<file path="src/rtl/ring_inject_queue.sv">
// Core-side injection queue for one ring node: buffers core packets, stamps the
// source ID, and holds the head packet steady until the ring accepts it.

package ring_inject_pkg;
    typedef struct packed {
        logic [7:0]  dest;
        logic [7:0]  src;
        logic [31:0] payload;
    } pkt_t;
endpackage

module ring_inject_queue
    import ring_inject_pkg::*;
#(
    parameter int DEPTH       = 4,
    parameter int STALL_LIMIT = 16,
    parameter int CNT_W       = 16
) (
    input  logic                      clk,
    input  logic                      reset,
    input  logic [7:0]                node_id,
    input  logic                      core_valid,
    input  pkt_t                      core_pkt,
    output logic                      core_ready,
    output logic                      net_valid,
    output pkt_t                      net_pkt,
    input  logic                      net_accept,
    output logic [$clog2(DEPTH+2)-1:0] occupancy,
    output logic [CNT_W-1:0]          inj_count,
    output logic                      stall_flag,
    output logic                      drop_self
);
    localparam int AW = $clog2(DEPTH);
    localparam int CW = $clog2(DEPTH + 1);
    localparam int OW = $clog2(DEPTH + 2);
    localparam int SW = $clog2(STALL_LIMIT + 1);

    typedef enum logic {H_EMPTY, H_PRESENT} hold_e;

    hold_e          state, state_nx;
    pkt_t           hold_pkt;
    pkt_t           mem [DEPTH];
    logic [AW-1:0]  wr_ptr, rd_ptr;
    logic [CW-1:0]  fifo_cnt;
    logic [SW-1:0]  stall_cnt;

    pkt_t stamped;
    logic enq, self_hit, store, accept;
    logic load_fifo, load_core, fifo_push;

    assign core_ready = (fifo_cnt != CW'(DEPTH));
    assign net_valid  = (state == H_PRESENT);
    assign net_pkt    = hold_pkt;

    always_comb begin
        stamped     = core_pkt;
        stamped.src = node_id;
    end

    assign enq      = core_valid && core_ready;
    assign self_hit = enq && (core_pkt.dest == node_id);
    assign store    = enq && !self_hit;
    // Accept is meaningless while nothing is presented.
    assign accept   = (state == H_PRESENT) && net_accept;

    // Holding register refills from the FIFO head first; a fresh packet only
    // falls through when the FIFO has nothing older.
    always_comb begin
        state_nx  = state;
        load_fifo = 1'b0;
        load_core = 1'b0;
        if (state == H_EMPTY || accept) begin
            if (fifo_cnt != '0) begin
                load_fifo = 1'b1;
                state_nx  = H_PRESENT;
            end else if (store) begin
                load_core = 1'b1;
                state_nx  = H_PRESENT;
            end else begin
                state_nx  = H_EMPTY;
            end
        end
        fifo_push = store && !load_core;
    end

    always_ff @(posedge clk) begin
        if (reset) begin
            state    <= H_EMPTY;
            hold_pkt <= '0;
        end else begin
            state <= state_nx;
            if (load_fifo)
                hold_pkt <= mem[rd_ptr];
            else if (load_core)
                hold_pkt <= stamped;
        end
    end

    always_ff @(posedge clk) begin
        if (fifo_push)
            mem[wr_ptr] <= stamped;
    end

    always_ff @(posedge clk) begin
        if (reset) begin
            wr_ptr   <= '0;
            rd_ptr   <= '0;
            fifo_cnt <= '0;
        end else begin
            if (fifo_push)
                wr_ptr <= wr_ptr + AW'(1);
            if (load_fifo)
                rd_ptr <= rd_ptr + AW'(1);
            case ({fifo_push, load_fifo})
                2'b10:   fifo_cnt <= fifo_cnt + CW'(1);
                2'b01:   fifo_cnt <= fifo_cnt - CW'(1);
                default: fifo_cnt <= fifo_cnt;
            endcase
        end
    end

    always_ff @(posedge clk) begin
        if (reset) begin
            occupancy <= '0;
            inj_count <= '0;
            drop_self <= 1'b0;
        end else begin
            occupancy <= occupancy + OW'(store) - OW'(accept);
            inj_count <= inj_count + CNT_W'(accept);
            drop_self <= self_hit;
        end
    end

    // Starvation: counter saturates at the limit, flag is sticky until reset.
    always_ff @(posedge clk) begin
        if (reset) begin
            stall_cnt  <= '0;
            stall_flag <= 1'b0;
        end else if (accept) begin
            stall_cnt <= '0;
        end else if (state == H_PRESENT && stall_cnt != SW'(STALL_LIMIT)) begin
            stall_cnt <= stall_cnt + SW'(1);
            if (stall_cnt == SW'(STALL_LIMIT - 1))
                stall_flag <= 1'b1;
        end
    end

endmodule
</file>
<file path="config.mk">
export PLATFORM = sky130hd
export DESIGN_NAME = ring_inject_queue
export DESIGN_NICKNAME = d
export VERILOG_FILES = /design/src/rtl/ring_inject_queue.sv
export SDC_FILE = /design/constraint.sdc
export NUM_CORES = 1
export LEC_CHECK = 0
export ABC_AREA = 1
export CORE_MARGIN = 1.5
export CORE_UTILIZATION = 30
export CTS_CLUSTER_DIAMETER = 40
export DETAILED_ROUTE_END_ITERATION = 16
export GPL_TIMING_DRIVEN = 0
export PLACE_DENSITY = 0.54
export RECOVER_POWER = 25
export SLEW_MARGIN = 25
export SYNTH_ARGS = -nofsm -noshare
export SYNTH_HDL_FRONTEND = slang
export SYNTH_SLANG_ARGS = --single-unit
</file>
<file path="constraint.sdc">
create_clock -name clk -period 4.5 [get_ports clk]
set_input_delay 0.9 -clock clk [delete_from_list [all_inputs] [get_ports clk]]
set_output_delay 0.9 -clock clk [all_outputs]
set_load 0.01 [all_outputs]
</file>
; Yosys cells after proc, flatten, opt, wreduce, memory -nomap -nowiden
; Memory sizes are Yosys's and may differ from the RTL's. A register that Yosys moved wholly into a read port is not among the register bits.
; Index checks and enable logic that the tools add are counted.
[classes]
n_addsub = 8
n_eq_ne = 6
n_mux = 13
bitwise = 2
n_reduce_logical = 14
[ops]
columns = operator, count
row1 = two-way mux 48 bit, 2
row2 = adder 16 x 1 -> 16 bit, 1
row3 = == test 8 bit, 1
row4 = two-way mux 1 bit, 8
row5 = logical AND 1 bit, 6
row6 = one-hot mux 3 bit (2 select lines), 1
row7 = "adder 5 x 1 -> 5 bit, second input constant", 1
row8 = "== test 5 x 4 -> 1 bit, second input constant", 1
row9 = "inequality test 5 bit, second input constant", 1
row10 = "adder 2 x 1 -> 2 bit, second input constant", 2
row11 = two-way mux 2 bit, 2
row12 = nonzero test 2 bit, 2
row13 = adder 3 x 1 -> 3 bit, 1
row14 = "adder 3 x 1 -> 3 bit, second input constant", 1
row15 = "inequality test 3 bit, second input constant", 1
row16 = AND reduction 3 bit, 1
row17 = nonzero test 3 bit, 1
row18 = subtractor 3 x 1 -> 3 bit, 1
row19 = "subtractor 3 x 1 -> 3 bit, second input constant", 1
row20 = "== test 2 x 1 -> 1 bit, second input constant", 1
row21 = "== test 2 bit, second input constant", 1
row22 = logical NOT 1 bit, 2
row23 = inverter 1 bit, 2
row24 = OR reduction 2 bit, 1
row25 = logical OR 1 bit, 1
[word_totals]
ff_bits = 82
mem_bits_rw = 192
in_bits = 60
out_inout_bits = 71
wordCells = 56
memories = 1
[mem_list]
columns = memory, depth, word_bits, read_ports, rd_ports_with_merged_regs, write_ports, line
row1 = mem, 4, 48, 1, 1, 1, 42  ; pkt_t mem [DEPTH];

; Logic depth before layout (Yosys ltp)
[depth]
ltp_word = 12
mapped_depth = 14
ltp_nobuf = 14

; Worst setup path after synthesis
; Ideal clock, no wire load.
[synth_path]
kind = input port to flip-flop
startpoint = input port core_pkt[45] in the netlist's numbering
endpoint = memory mem[0][0] in the netlist's numbering (enable)
setup_ps = 454
arrival_ps = 3499
required_ps = 4046
path_slack_ps = 547
stages = 8
n_path_buf = 0
cell_sequence = inv_1 nand2_1 nand2_1 nand2_1 nor2_1 nand2_1 nand3_1 nor2_1
[synth_via]
elab_chain_cells = 11
[synth_rtl]
columns = element, line
row1 = "start, declared", 23  ; input pkt_t core_pkt,
row2 = == test 8 bit *, 61  ; assign self_hit = enq && (core_pkt.dest == node_id);
row3 = logical AND 1 bit *, 61
row4 = logical NOT 1 bit *, 62  ; assign store = enq && !self_hit;
row5 = logical AND 1 bit *, 62
row6 = two-way mux 1 bit, 76  ; end else if (store) begin
row7 = two-way mux 1 bit, 73  ; if (fifo_cnt != '0) begin
row8 = two-way mux 1 bit, 72  ; if (state == H_EMPTY || accept) begin
row9 = logical NOT 1 bit, 83  ; fifo_push = store && !load_core;
row10 = logical AND 1 bit *, 83
row11 = two-way mux 1 bit *, 100  ; if (fifo_push)
row12 = two-way mux 1 bit (not written as such) *, 101  ; mem[wr_ptr] <= stamped;
row13 = "end, declared", 42
; Every way passes the cells marked *; elsewhere a longest branch is shown, timed or not.

; Final worst setup path
[layout_path]
startpoint = input port core_pkt[41] in the netlist's numbering
endpoint = memory mem[1][11] in the netlist's numbering (enable)
; The elaborated chain is that of the path after synthesis.

==> summary.md <==
| Metric | Value |
|---|---|
| GRT Util Overall | `0.163` |
| Post-Syn Instances | `1,181` |
| Outcome | `finished clean` |
| Sequential fraction of the synthesis area | `0.637` |
| Die W | `200 um` |
| Setup bufs post-CTS | `0` |
| IO buf count | `122` |
| Worst relative slew slack | `0.546` |
| Largest stage delay on the critical path | `0.69 ns` |
| F_max | `~290 MHz` |
| Worst clock skew | `0.0112 ns` |
| Period Utilization, post-route | `0.773` |
| Yosys cell types | `33` |
| Vias in the first global route | `between 8,000 and 9,000` |
| WL/cell | `approximately 17 um` |
| Rows | `72` |
| Core area | `38,600 sq um` |
| Antenna Nets Post-Route | `0` |
| Slew Limit Fails | `0` |
| Combinational power share | `0.332` |
| Total Power | `around 0.01 W` |
| RSZ-0062 raised after global routing | `no` |
| Die area | `40,100 sq um` |
| Clock buffer depth | `3` |
| Detailed-route vias per instance | `around 4.7` |
| Non-filler instance count after layout | `around 1,900` |
| CP Launch Type | `input port` |
| Via count | `8,933` |
| Synth Net Count | `1,255` |
| Clock Latency Late Sink | `about 0.52 ns` |
| Starting Density | `0.303` |
| Pint | `just under 0.007 W` |
| Boundary Pins | `131` |
| Hold Fails Final Rpt | `0` |
| H-Tree Depth | `2` |
| Synthesized area | `11,700 sq um` |
| Power per Cell Area | `670 nW/um^2` |
| Final setup vio count | `0` |
| Global route overflow | `0` |
| Least-Margin Pin Slew | `0.681 ns` |
| WP data required | `between 4 and 5 ns` |
| Crit path time final | `about 3.5 ns` |
| 1st-pass router iterations | `5` |
| R2R Setup Slk | `1.67 ns` |
| Pleak | `5.84 nW` |
| Share of cells above drive strength 1 | `0.0985` |
| Syn avg cell area | `9.90 sq um` |
| Largest net degree at the start of global routing | `21` |
| Final Instance Area | `15,300 sq um` |
| Fin nets | `1,432` |
| Most frequent CP cell | `nand2_1` |
| Reg power frac | `0.336` |
| CTS sink cnt | `276` |
| Gpl congestion | `slightly below 0.8` |
| CTS tree | `done` |
| Max-cap violations | `0` |
| Antenna violations before repair | `1` |
| Critical Path End Type | `flip-flop` |
| First DRT Iteration DRCs | `534` |
| Crit Path Max Fanout | `18` |
| Fin util | `0.398` |
| # DRC | `0` |
| Sw Ratio | `0.340` |
| First-pass GRT wire length | `50.9 mm` |
| Detailed Route WL | `approximately 33 mm` |
| Crit path cell chain | `dlygate4sd3_1 > inv_1 > nand2_1 > nand2_1 > nand2_1 > nor2_1 > nand2_1 > nand3_1 > nor2_4 > buf_16 > buf_16` |
| DP Cell Count | `1,831` |
| CP arrival | `3.69 ns` |
| Sw Pwr | `0.00349 W` |
| CTS root buf | `clkbuf_16` |
| Post-DP HPWL | `22.0 mm` |
| Post-cts sizing count | `0` |
| Synthesized flop and latch total | `276` |
| Peak supply drop | `0.000288 V` |
| Hold-fix buffer count after cts | `0` |
| Die H | `around 200 um` |
| Hold Crit Class | `reg -> reg` |
| Crit-path slowest cell | `nor2_4` |
| Area after DPL | `~14,000 sq um` |
| Crit Path Category | `in -> reg` |
| Yosys warnings | `0` |
| Area growth from synthesis to layout | `31.2%` |
| Clock network power share | `0.332` |
| CTS buffer count | `43` |
| Clock transition at path regs | `around 0.050 ns` |
power groups by stage:
| stage | logic (W) | clock network (W) | registers, W |
|---|---|---|---|
| finish | 0.00341 | 0.00341 | 0.00345 |
| global route | 0.00379 | 0.00358 | 0.00351 |
| CTS | 0.00347 | 0.00347 | 0.00346 |
| detailed placement | 0.00345 | 0 | 0.00350 |
| global placement | 0.00329 | 0 | 0.00353 |
| floorplan | 0.00184 | 0 | 0.00359 |
kinds of logic after synthesis:
group | count (synthesis) | synth area share
AO/OA/AOI/OAI | 278 | 0.131
AND/OR/NAND/NOR | 399 | 0.139
buffers and inverters | 209 | 0.0736
flip-flops | 276 | 0.637
XOR/XNOR | 5 | 0.00375
adder cells (fa/ha/maj) | 14 | 0.0163
cells in the mapped netlist, drive strengths merged:
cell / number / area, sq um
o21a: 3 / 22.5
nor3: 4 / 31.3
inv: 139 / 522
nand3: 56 / 285
dfxtp: 84 / 1680
clkbuf: 27 / 103
and3: 1 / 6.26
or2: 1 / 6.26
xor2: 2 / 17.5
o211ai: 49 / 368
a21oi: 117 / 586
a211oi: 1 / 7.51
fa: 2 / 40.0
nor2: 184 / 698
ha: 12 / 150
buf: 43 / 235
nor4: 1 / 12.5
nand4: 2 / 12.5
nand2: 150 / 568
edfxtp: 192 / 5770
xnor2: 3 / 26.3
o21ai: 107 / 536
a31oi: 1 / 6.26
metrics by stage:
stage	hold slack [ns]	worst slack, ns	TNS, ns
2_1_floorplan	0.436	0.547	0
3_3_place_gp	0.451	-2.39	-434.12
3_5_place_dp	0.459	0.561	0
4_1_cts	0.469	1.08	0
5_1_grt	0.487	0.848	0
6_report	0.463	1.02	0
flip-flops by register name (all words and copies together) (netlist names), 2 cells and up, named ones only:
register   cells
inj_count     16
stall_cnt      5
net_pkt       48
fifo_cnt       3
wr_ptr         2
occupancy      3
mem          192
rd_ptr         2
worst paths after layout:
check / from / end / cells past startpoint
hold reg to reg: rd_ptr[1]$_SDFFE_PP0P_ / flip-flop / 2
setup reg to reg: net_valid$_SDFFE_PP0P_ / mem[1][11]$_DFFE_PP_ / 8
setup / recovery: core_pkt[41] / mem[1][11]$_DFFE_PP_ / 11
hold / removal: rd_ptr[1]$_SDFFE_PP0P_ / flip-flop / 2
area by class of cell:
| class | instances | area, sq um |
|---|---|---|
| Clock buffer | 50 | 1160 |
| Timing Repair Buffer | 132 | 1470 |
| Inverter | 139 | 522 |
| Antenna cell | 1 | 2.50 |
| Multi-Input combinational cell | 696 | 3410 |
| Fill cell | 3816 | 23200 |
| Buffer | 70 | 338 |
| Clock inverter | 28 | 335 |
| Tap cell | 518 | 648 |
| Sequential cell | 276 | 7450 |
metal layers:
layer	track usage	vias up	share of wire
met5	0	-	0.00034
met4	0.0577	2	0.025
met3	0.0262	62	0.052
met2	0.274	256	0.48
met1	0.213	4253	0.45
li1	-	4360	-
critical path: cells and delay by family:
kind | cells | cell delay (ns)
and+or+nand+nor | 7 | 1.55
buffers and inverters | 4 | 1.22
cells in the final DEF, fill, tap and decap left out, types with 7 or more instances in the layout:
master / n
o21ai_1: 35
clkdlybuf4s50_1: 88
clkinvlp_4: 8
clkbuf_16: 45
dfxtp_1: 84
a21oi_1: 117
nand2_1: 148
buf_16: 7
o211ai_1: 49
nor2_1: 177
buf_1: 8
ha_1: 12
clkbuf_1: 29
o21ai_0: 72
inv_1: 132
nand3_1: 55
edfxtp_1: 192
buf_2: 29
dlygate4sd3_1: 34
inv_2: 7
Power figures use the tool's default switching activity.
